--- src/rtl/click_demux_sel_ctrl.sv ---
`default_nettype none
// ============================================================================
// Module      : click_demux_sel_ctrl
// Description : Credit-gated weighted round-robin / fixed scheduler driving the
//               2-phase sel channel of a two-way click demux. Optional token
//               statistics via macro CLICK_SEL_CTRL_STATS_EN.
// Revision    : 1.0 - initial release
// ============================================================================
module click_demux_sel_ctrl #(
    parameter int WW             = 4,
    parameter int CW             = 4,
    parameter int CREDIT_INIT    = 4,
    parameter int SYNC_STAGES    = 2,
    parameter int PHASE_INIT_SEL = 0
) (
    input  logic          clk,
    input  logic          rst_n,
    input  logic          enable,
    input  logic [1:0]    mode,
    input  logic [WW-1:0] weight_b,
    input  logic [WW-1:0] weight_c,
    input  logic          credit_b_ret,
    input  logic          credit_c_ret,
    output logic          sel_req,
    output logic          sel_data,
    input  logic          sel_ack,
    output logic          busy,
`ifdef CLICK_SEL_CTRL_STATS_EN
    output logic [15:0]   tokens_b,
    output logic [15:0]   tokens_c,
`endif
    output logic [CW-1:0] credits_b,
    output logic [CW-1:0] credits_c
);

    localparam logic [1:0]    S_IDLE        = 2'd0;
    localparam logic [1:0]    S_ISSUE       = 2'd1;
    localparam logic [1:0]    S_WAIT_ACK    = 2'd2;
    localparam logic          c_PHASE_INIT  = (PHASE_INIT_SEL != 0);
    localparam logic [CW-1:0] c_CREDIT_INIT = CW'(CREDIT_INIT);
    localparam logic [CW-1:0] c_CREDIT_MAX  = {CW{1'b1}};

    logic [1:0]             r_state;
    logic [1:0]             w_state_nxt;
    logic [SYNC_STAGES-1:0] r_ack_sync;
    logic                   w_ack_s;
    logic                   r_sel_req;
    logic                   r_sel_data;
    logic [CW-1:0]          r_credits_b;
    logic [CW-1:0]          r_credits_c;
    logic                   r_ptr_b;
    logic [WW-1:0]          r_run;

    logic                   w_rr;
    logic                   w_elig_b;
    logic                   w_elig_c;
    logic                   w_pick_b;
    logic                   w_issue;
    logic                   w_ack_done;
    logic [WW-1:0]          w_weight_pick;
    logic [WW-1:0]          w_run_inc;
    logic                   w_run_done;

    function automatic logic [CW-1:0] f_credit_nxt(input logic [CW-1:0] cur,
                                                   input logic ret,
                                                   input logic take);
        logic [CW-1:0] nxt;
        nxt = cur;
        if (ret && !take && cur != c_CREDIT_MAX)
            nxt = cur + CW'(1);
        else if (take && !ret)
            nxt = cur - CW'(1);
        return nxt;
    endfunction

    // sel_ack is asynchronous; only the last sync stage is ever used
    assign w_ack_s = r_ack_sync[SYNC_STAGES-1];

    always_ff @(posedge clk or negedge rst_n) begin
        if (!rst_n)
            r_ack_sync <= {SYNC_STAGES{c_PHASE_INIT}};
        else
            r_ack_sync <= {r_ack_sync[SYNC_STAGES-2:0], sel_ack};
    end

    assign w_rr     = (mode == 2'd0) || (mode == 2'd3);
    assign w_elig_b = ((w_rr && weight_b != '0) || mode == 2'd1) && (r_credits_b != '0);
    assign w_elig_c = ((w_rr && weight_c != '0) || mode == 2'd2) && (r_credits_c != '0);
    assign w_pick_b = w_rr ? (r_ptr_b ? w_elig_b : !w_elig_c) : w_elig_b;
    assign w_issue  = (r_state == S_IDLE) && enable && (w_elig_b || w_elig_c);
    assign w_ack_done = (r_state == S_WAIT_ACK) && (w_ack_s == r_sel_req);

    // Switching to the other destination restarts its run from zero
    assign w_weight_pick = w_pick_b ? weight_b : weight_c;
    assign w_run_inc     = ((w_pick_b == r_ptr_b) ? r_run : '0) + WW'(1);
    assign w_run_done    = (w_run_inc >= w_weight_pick);

    always_ff @(posedge clk or negedge rst_n) begin
        if (!rst_n)
            r_state <= S_IDLE;
        else
            r_state <= w_state_nxt;
    end

    always_comb begin
        w_state_nxt = r_state;
        case (r_state)
            S_IDLE:     if (w_issue)    w_state_nxt = S_ISSUE;
            S_ISSUE:                    w_state_nxt = S_WAIT_ACK;
            S_WAIT_ACK: if (w_ack_done) w_state_nxt = S_IDLE;
            default:                    w_state_nxt = S_IDLE;
        endcase
    end

    always_comb begin
        busy      = (r_state != S_IDLE);
        sel_req   = r_sel_req;
        sel_data  = r_sel_data;
        credits_b = r_credits_b;
        credits_c = r_credits_c;
    end

    always_ff @(posedge clk or negedge rst_n) begin
        if (!rst_n) begin
            r_sel_req   <= c_PHASE_INIT;
            r_sel_data  <= 1'b0;
            r_credits_b <= c_CREDIT_INIT;
            r_credits_c <= c_CREDIT_INIT;
            r_ptr_b     <= 1'b1;
            r_run       <= '0;
        end else begin
            r_credits_b <= f_credit_nxt(r_credits_b, credit_b_ret, w_issue && w_pick_b);
            r_credits_c <= f_credit_nxt(r_credits_c, credit_c_ret, w_issue && !w_pick_b);
            if (r_state == S_ISSUE)
                r_sel_req <= ~r_sel_req;
            if (w_issue) begin
                r_sel_data <= w_pick_b;
                if (w_rr) begin
                    r_ptr_b <= w_run_done ? !w_pick_b : w_pick_b;
                    r_run   <= w_run_done ? '0 : w_run_inc;
                end
            end
        end
    end

`ifdef CLICK_SEL_CTRL_STATS_EN
    logic [15:0] r_tokens_b;
    logic [15:0] r_tokens_c;

    always_ff @(posedge clk or negedge rst_n) begin
        if (!rst_n) begin
            r_tokens_b <= '0;
            r_tokens_c <= '0;
        end else if (w_ack_done) begin
            if (r_sel_data)
                r_tokens_b <= r_tokens_b + 16'd1;
            else
                r_tokens_c <= r_tokens_c + 16'd1;
        end
    end

    assign tokens_b = r_tokens_b;
    assign tokens_c = r_tokens_c;
`endif

endmodule
`default_nettype wire

--- config.mk ---
export PLATFORM = sky130hd
export DESIGN_NAME = click_demux_sel_ctrl
export DESIGN_NICKNAME = d
export VERILOG_FILES = /design/src/rtl/click_demux_sel_ctrl.sv
export SDC_FILE = /design/constraint.sdc
export NUM_CORES = 1
export LEC_CHECK = 0
export ABC_AREA = 0
export CAP_MARGIN = 10
export CELL_PAD_IN_SITES_DETAIL_PLACEMENT = 0
export CELL_PAD_IN_SITES_GLOBAL_PLACEMENT = 1
export CORE_MARGIN = 2
export CORE_UTILIZATION = 30
export CTS_BUF_LIST = sky130_fd_sc_hd__clkbuf_4 sky130_fd_sc_hd__clkbuf_8 sky130_fd_sc_hd__clkbuf_16
export DETAILED_ROUTE_END_ITERATION = 6
export PLACE_DENSITY_LB_ADDON = 0.1
export SETUP_SLACK_MARGIN = 0.1
export SKIP_LAST_GASP = 1
export SLEW_MARGIN = 10
export SYNTH_ARGS = -nofsm -noshare
export SYNTH_HDL_FRONTEND = slang
export SYNTH_SLANG_ARGS = --single-unit
--- constraint.sdc ---
create_clock -name clk -period 3.6 [get_ports clk]
set_clock_uncertainty 0.15 [all_clocks]
set_input_delay 0.54 -clock clk [delete_from_list [all_inputs] [get_ports clk]]
set_output_delay 0.54 -clock clk [all_outputs]
set_load 0.03 [all_outputs]
==> flow_metrics.tcl, run 1 <==
set metrics [dict create \
    required_ns 3.64 \
    fp.dieW_um 69.1 \
    period_share 0.961 \
    grt_pass1_vias 1244 \
    row_count 23 \
    antenna_found_initial 0 \
    utilization 0.512 \
    clock_latency_ns 0.25 \
    worstSetupPathType "input port to flop" \
    grt_setup_unrepaired "true" \
    htreeDepth 1 \
    worstPathMaxFanout 4 \
    wl_um 3320 \
    syn2layout_area_growth_pct 62.5 \
    hold_path_class "flop to flop" \
    slowest_delay_ns 0.46 \
    clock_path_buffers 2 \
    synth_area_per_cell_sq_um 10.3 \
    postRouteAntennaNets 0 \
    drv_slew 0 \
    fin_nets 228 \
    synth_fp_nets 152 \
    setup_tns_ns 0 \
    routed_via_density 4.78 \
    power.total_mw 1.77 \
    ys_ff_latch 19 \
    root_buffer "clkbuf_8" \
    syn-instance-count 123 \
    final_cell_area_sq_mm 0.00206 \
    yosysTopAreaCell "dfrtp_1" \
    critPathLaunchType "input port" \
    overflow 0 \
    worstPathCellList "clkdlybuf4s50_1 > or4_4 > o221ai_4 > or3_4 > and3_4 > and2_4 > ha_2 > ha_4 > a21oi_2 > o21a_1 > nand4_1 > or4_1 > nand3_1" \
    wl_per_cell_um 13.4 \
    ioPinCount 27 \
    status "finished, final reports clean" \
    crit_path_top_delay_cell "or4_4" \
    finalCriticalPeriod_ns 3.46 \
    grt_max_degree 20 \
    drc_errors 0 \
    final.fill_count 370 \
    whs_ns 0.210 \
    yosys_warnings 0 \
    dr.pass1.iters 4 \
    port_buffers 26 \
    initial_utilization 0.315 \
    yosysSeqAreaShare 0.377 \
    ir_drop_mv 0.412 \
    clk_pin_slew_ns 0.07 \
    die_height_um 69.1 \
    synth_area_leaders "dfrtp_1 (32%), ha_1 (11%), dfstp_2 (6.2%)" \
    synth.distinct_cells 36 \
    final-hold-violation-count 0 \
    placed_cell_area_sq_mm 0.00185 \
    crit_path_end_kind "flop" \
    n_antenna_cell 0 \
    leakage_nw 0.935 \
    cts_buffers 3 \
    fmax_mhz 289 \
    vias 1185 \
    hpwl_um 2430 \
    yosys.area.top_type_share 0.315 \
    powerDensity_mw_per_mm2 857 \
    cp.arrival_ns 3.50 \
    cap_viol_max_count 0 \
    drt_iter0_markers 49 \
    synthesis.area_sq_mm 0.00127 \
    worst_pin_slew_ns 0.869 \
    gp_congestion 0.766 \
    core_sq_mm 0.00403 \
    setup_viol 0 \
    max-slew-margin-rel 0.419 \
    grt_first_pass_wirelength_um 5630 \
    fp.dieArea_sq_mm 0.00477 \
    cts_tree "yes" \
    clock-sinks 19 \
    drive_above_1_share 0.414 \
    grt_use_total 0.141 \
]
-- layout make-up --
| cell class | count | area, sq um | area share |
|---|---|---|---|
| multi-input combinational | 98 | 866 | 0.420 |
| clock inverter | 1 | 5.00 | 0.00243 |
| tap | 50 | 62.6 | 0.0303 |
| sequential | 19 | 479 | 0.232 |
| inverter | 5 | 18.8 | 0.00910 |
| clock buffer | 3 | 41.3 | 0.0200 |
| timing repair buffer | 72 | 591 | 0.286 |
-- per-layer routing --
layer	track usage	up-vias	share of wire
li1	-	595	-
met1	0.182	575	0.45
met2	0.251	11	0.53
met3	0.0175	4	0.014
met4	0.0327	0	0.0099
met5	0	-	0
-- logic make-up after synthesis --
logic type / share of synthesized area
buffers and inverters: 0.0187
and+or+nand+nor: 0.189
AOI/OAI and AO/OA: 0.108
DFF: 0.377
muxes: 0.0837
xor gates and xnor gates: 0.0828
adders and majority gates: 0.140
-- worst paths after layout --
kind / startpoint / end / slack [ns] / cells past startpoint
worst min-delay path: r_ack_sync[0] / r_ack_sync[1] / 0.21 / 0
min in group asynchronous: rst_n / sel_req / 0.63 / 1
worst max-delay path: weight_b[1] / r_run[3] / 0.14 / 13
worst max register to register: credits_c[1] / r_run[3] / 0.23 / 13
worst min register to register: r_ack_sync[0] / r_ack_sync[1] / 0.21 / 0
max in group asynchronous: rst_n / credits_c[0] / 2.14 / 1
-- worst max-delay path, delay by kind of cell --
kind / cells / cell delay, ns
AOI/OAI and AO/OA: 3 / 0.48
adders and majority gates: 2 / 0.51
buffers and inverters: 1 / 0.42
and+or+nand+nor: 7 / 1.53
-- cells in the final DEF (no fill, tap or decap), types with 2 or more instances in the layout --
cell type | netlist | layout
nand2b_1 | 4 | 3
ha_4 | 0 | 3
ha_1 | 11 | 7
a21oi_2 | 0 | 2
o21a_1 | 2 | 2
nand4_1 | 4 | 4
buf_4 | 0 | 46
inv_2 | 0 | 2
a21o_1 | 2 | 2
clkdlybuf4s50_1 | 0 | 20
xor2_1 | 4 | 4
mux2_2 | 5 | 5
buf_2 | 1 | 2
and2_1 | 2 | 2
nand2_1 | 13 | 12
mux2i_1 | 5 | 5
fa_1 | 2 | 2
dlygate4sd2_1 | 0 | 4
clkbuf_8 | 0 | 3
a21oi_1 | 5 | 3
nand2_2 | 1 | 2
dfstp_2 | 3 | 3
o21ai_0 | 4 | 4
inv_1 | 5 | 3
nand3_1 | 3 | 3
or4_1 | 4 | 2
xnor2_1 | 8 | 8
dfrtp_1 | 16 | 16
or4_4 | 0 | 2
nor2_1 | 3 | 3
-- repair_timing --
action,4_1_cts,5_1_grt
setup endpoints to repair,6,3
setup buffers,16,3
endpoints found under the hold margin,0,0
pin swaps,10,3
resized for setup,18,3
hold buffers,0,0
-- through the flow --
stage,cells,worst slack [ns]
after floorplan,123,0.102
after global placement,225,-0.475
after detailed placement,225,-0.513
after CTS,245,0.141
after global routing,248,0.0182
final,248,0.141
-- synthesized netlist by cell type --
cell type and instances:
and3_1 2, a21o_1 2, or2_1 1, ha_1 11
nand4b_1 1, o221ai_1 2, nand4_1 4, xor2_1 4
nand2_1 13, o21a_1 2, dfrtp_1 16, a21oi_1 5
mux2i_1 5, xnor2_1 8, o311ai_1 1, or4_2 1
fa_1 2, dfstp_2 3, o21ai_0 4, o2111ai_1 1
inv_1 5, and2_4 1, nand3_1 3, o31ai_1 1
mux2_2 5, nand2b_1 4, buf_2 1, nand2_2 1
o221a_2 1, and2_1 2, or3_1 1, a211o_1 1
or2b_2 1, nor2_2 1, nor2_1 3, or4_1 4
-- registers in the layout, indices dropped and copies added, names as in the netlist --
register    cells
r_state         2
credits_c       4
r_run           4
sel_data        1
sel_req         1
r_ptr_b         1
credits_b       4
r_ack_sync      2
-- where the power goes --
| group | leakage, nW | total, mW | switching (mW) | internal (mW) |
|---|---|---|---|---|
| combinational | 0.690 | 1.20 | 0.552 | 0.646 |
| clock | 0.0255 | 0.149 | 0.0722 | 0.0768 |
| sequential | 0.220 | 0.421 | 0.0975 | 0.323 |
| total | 0.935 | 1.77 | 0.722 | 1.05 |
No activity file was read; power rests on OpenSTA's default activity.
==> inputs of run 2 (changes only) <==
Settings changed: CORE_UTILIZATION 30 to 35.
==> run 2 against run 1 <==
Effect of this change: cell count is 6.9% lower; die area down 13%; clock-buffer cell count unchanged; largest cell class unchanged.
==> flow_metrics.tcl, run 2 (synthesis results as in run 1) <==
set metrics [dict create \
    row_count 21 \
    cts_buffers 3 \
    final.fill_count 309 \
    clock-sinks 19 \
    antenna_found_initial 0 \
    ctsHoldBuffers 0 \
    drv_slew 0 \
    ir_drop_mv 0.422 \
    dr.pass1.iters 4 \
    required_ns 3.63 \
    utilization 0.587 \
    drc_errors 0 \
    layout_common_cells "buf_4 (31), clkdlybuf4s50_1 (19), dfrtp_1 (15)" \
    vias 1133 \
    initial_utilization 0.372 \
    crit_path_top_delay_cell "or4_4" \
    clock_path_buffers 2 \
    slowest_delay_ns 0.44 \
    routed_via_density 4.90 \
    clock_latency_ns 0.30 \
    fin_ws_ns 0.229 \
    grt_first_pass_wirelength_um 5490 \
    leakage_nw 0.892 \
    syn2layout_area_growth_pct 57.9 \
    powerDensity_mw_per_mm2 867 \
    fp.dieW_um 64.2 \
    worstPathCellList "clkdlybuf4s50_1 > or4_4 > o221ai_4 > nand2b_4 > and3_4 > and2_4 > ha_4 > xnor2_1 > ha_1 > nand2_1 > o21a_1 > buf_4 > buf_4 > buf_4 > nand4b_1 > o311ai_1" \
    drt_iter0_markers 42 \
    die_height_um 64.2 \
    fin_nets 215 \
    cap_viol_max_count 0 \
    grt_max_degree 20 \
    ioPinCount 27 \
    final-hold-violation-count 0 \
    layout_commonest_cell "buf_4" \
    worst_pin_slew_ns 0.870 \
    max-slew-margin-rel 0.418 \
    postRouteAntennaNets 0 \
    power.total_mw 1.74 \
    fmax_mhz 297 \
    cts_tree "yes" \
    critPathLaunchType "input port" \
    wl_per_cell_um 13.5 \
    worstPathMaxFanout 4 \
    finalCriticalPeriod_ns 3.37 \
    setup_tns_ns 0 \
    crit_path_end_kind "flop" \
    whs_ns 0.199 \
    grt_use_total 0.169 \
    place_ws_ns -0.439 \
    root_buffer "clkbuf_4" \
    port_buffers 26 \
    cp.arrival_ns 3.40 \
    hold_path_class "flop to flop" \
    wl_um 3130 \
    n_antenna_cell 0 \
    core_sq_mm 0.00342 \
    period_share 0.936 \
    worstSetupPathType "input port to flop" \
    drive_above_1_share 0.400 \
    overflow 0 \
    cp_common_cell "buf_4" \
    clk_pin_slew_ns 0.12 \
    hpwl_um 2310 \
    setup_viol 0 \
    htreeDepth 1 \
    grt_setup_unrepaired "false" \
    status "finished, final reports clean" \
    gp_congestion 0.783 \
    fp.dieArea_sq_mm 0.00413 \
    grt_pass1_vias 1184 \
]
run 2: cell count changes in the layout (fill, tap and decap cells not counted), moves of 2 or more:
| cell | delta |
|---|---|
| buf_4 | -15 |
| ha_4 | +2 |
| buf_6 | +3 |
| clkbuf_4 | +3 |
| clkbuf_8 | -3 |
run 2: power breakdown:
part           switching (mW)  total, mW  leakage [nW]  internal (mW)
registers               0.107      0.430         0.219          0.323
logic                   0.549       1.20         0.655          0.651
clock network          0.0682      0.110        0.0177         0.0414
total                   0.724       1.74         0.892           1.02
run 2: cell type report:
cell class	instances	area, sq um	area share
timing repair buffer	59	509	0.254
sequential	19	480	0.240
tap	46	57.6	0.0287
inverter	5	18.8	0.00936
clock buffer	3	22.5	0.0112
clock inverter	1	5.00	0.00250
multi-input combinational	98	912	0.455
run 2: through the flow:
step	instance area (sq um)	instances
floorplan	1330	123
global placement	1820	218
detailed placement	1820	218
CTS	1960	229
global route	2010	231
finish	2010	231
run 2: routing by layer:
metal	wire length [um]	GRT usage	vias to the layer above	part of all wire
met4	30	0.0293	0	0.0096
met3	104	0.0405	4	0.033
met2	1700	0.309	18	0.55
met5	0	0	-	0
li1	-	-	569	-
met1	1290	0.204	542	0.41
run 2: what timing repair did:
action | CTS | global route
resized for setup | 26 | 6
endpoints found under the setup margin | 5 | 3
buffers inserted | 7 | 2
pin swaps | 12 | 7
run 2: critical path: cells and delay by family:
kind / cells / cell delay [ns]
AOI/OAI and AO/OA: 3 / 0.49
buffers and inverters: 4 / 0.80
xor gates and xnor gates: 1 / 0.12
and+or+nand+nor: 6 / 1.03
adders and majority gates: 2 / 0.43
run 2: worst paths after layout:
path / start / to / slack (ns) / depth (start not counted)
max in group asynchronous: rst_n / credits_c[1] / 2.13 / 1
hold / removal: r_ack_sync[0] / r_ack_sync[1] / 0.20 / 0
hold reg to reg: r_ack_sync[0] / r_ack_sync[1] / 0.20 / 0
setup reg to reg: credits_c[1] / r_run[2] / 0.28 / 15
min in group asynchronous: rst_n / r_run[2] / 0.57 / 1
setup / recovery: weight_c[1] / r_run[2] / 0.23 / 16
==> inputs of run 3 (changes only) <==
Settings changed: CTS_BUF_LIST sky130_fd_sc_hd__clkbuf_4 sky130_fd_sc_hd__clkbuf_8 sky130_fd_sc_hd__clkbuf_16 to sky130_fd_sc_hd__clkbuf_2.
==> run 3 against run 2 <==
Effect of this change: sequential power is essentially flat; non-clock buffer count shrank 1; critical endpoint is now r_run[3]; largest cell class unchanged; via count shrank 1.2%; flip-flop and latch count is the same; combinational power is essentially flat.
==> flow_metrics.tcl, run 3 (synthesis results as in run 1) <==
set metrics [dict create \
    status "finished, final reports clean" \
    drc_errors 0 \
    fmax_mhz 280 \
    dr.pass1.iters 3 \
    fin_ws_ns 0.0234 \
    min_from "r_ack_sync[0]" \
    place_inst 218 \
    wl_um 3080 \
    wl_per_cell_um 13.4 \
    grt_pass1_vias 1150 \
    port_buffers 26 \
    critPathLaunchType "input port" \
    root_buffer "clkbuf_2" \
    clock_path_buffers 2 \
    postRouteAntennaNets 0 \
    vias 1119 \
    grt_use_total 0.158 \
    place_ws_ns -0.439 \
    cp_common_cell "ha_4" \
    finalCriticalPeriod_ns 3.58 \
    leakage_nw 0.892 \
    clk_pin_slew_ns 0.19 \
    rr_startpoint "credits_b[0]" \
    drt_iter0_markers 12 \
    hold_path_class "flop to flop" \
    worst_pin_slew_ns 0.885 \
    placed_cell_area_sq_mm 0.00182 \
    cts_buffers 3 \
    n_antenna_cell 0 \
    setup_tns_ns 0 \
    layout_commonest_cell "buf_4" \
    grt_setup_unrepaired "true" \
    fin_nets 214 \
    power.total_mw 1.74 \
    gp_congestion 0.783 \
    utilization 0.587 \
    clock-sinks 19 \
    crit_path_end_kind "flop" \
    setup.worst_path.start "mode[0]" \
    slowest_delay_ns 0.56 \
    crit_path_top_delay_cell "or4_4" \
    setup_viol 0 \
    required_ns 3.72 \
    worstSetupPathType "input port to flop" \
    drv_slew 0 \
    powerDensity_mw_per_mm2 866 \
    critPathBufInv 2 \
    grt_first_pass_wirelength_um 5110 \
    multi_input_area_sq_um 920 \
    overflow 0 \
    max-slew-margin-rel 0.408 \
    worstPathCellList "buf_6 > buf_6 > ha_4 > or4_4 > o221ai_4 > or3_4 > and3_4 > and2_4 > ha_4 > ha_4 > a21oi_4 > o21a_1 > nand4_1 > or4_1 > nand3_1" \
    final.fill_count 304 \
    initial_utilization 0.372 \
    core_sq_mm 0.00342 \
    drive_above_1_share 0.397 \
    antenna_found_initial 0 \
    ir_drop_mv 0.418 \
    final-hold-violation-count 0 \
    clock_latency_ns 0.31 \
    die_height_um 64.2 \
    fp.dieW_um 64.2 \
    fp.dieArea_sq_mm 0.00413 \
    syn2layout_area_growth_pct 57.9 \
    cp.arrival_ns 3.69 \
    layout_common_cells "buf_4 (30), clkdlybuf4s50_1 (22), dfrtp_1 (15)" \
    period_share 0.993 \
    grt_max_degree 20 \
    regArea_sq_um 480 \
    cap_viol_max_count 0 \
    cts_tree "yes" \
    worstPathMaxFanout 4 \
    cp_top_family "simple AND/OR/NAND/NOR gates" \
    whs_ns 0.213 \
    htreeDepth 1 \
    hpwl_um 2310 \
    final_cells 230 \
    ioPinCount 27 \
    routed_via_density 4.87 \
    final_cell_area_sq_mm 0.00201 \
    row_count 21 \
]
run 3: changes by cell type in the layout (fill, tap and decap cells not counted):
cell	before	now
dlygate4sd2_1	4	0
buf_2	1	0
a21oi_4	0	1
clkbuf_2	0	4
clkdlybuf4s50_1	19	22
dlymetal6s2s_1	1	2
buf_4	31	30
a21oi_2	2	1
clkbuf_4	3	0
run 3: where the power goes:
part / switching (mW) / total [mW] / internal, mW
Combinational: 0.556 / 1.22 / 0.660
Sequential: 0.106 / 0.429 / 0.323
Clock: 0.0673 / 0.0925 / 0.0252
Total: 0.729 / 1.74 / 1.01
run 3: final timing paths:
kind                                  to  slack [ns]  depth (start not counted)
max                             r_run[3]        0.02                         15
min                        r_ack_sync[1]        0.21                          0
max reg2reg                     r_run[3]        0.16                         12
min reg2reg                r_ack_sync[1]        0.21                          0
max in group asynchronous   credits_c[1]        2.15                          1
min in group asynchronous       r_run[1]        0.55                          1
run 3: per-layer routing:
metal / wire (um) / track usage / up-vias
met2: 1640 / 0.280 / 17
met4: 34 / 0.0319 / 0
met3: 106 / 0.0423 / 4
met5: 0 / 0 / -
met1: 1300 / 0.191 / 532
li1: - / - / 566
run 3: final cells by class:
type / count / share of cell area
multi-input cells: 98 / 0.459
repair buffers: 58 / 0.254
flip-flops and latches: 19 / 0.240
well taps: 46 / 0.0287
inverters: 5 / 0.00936
clock buffers: 3 / 0.00749
clock inverters: 1 / 0.00250
run 3: what timing repair did:
action	in CTS	in global routing
cloned	0	0
setup endpoints to repair	4	3
pin swaps	7	17
setup buffers	4	4
gates resized for setup	11	18
hold buffers	0	0
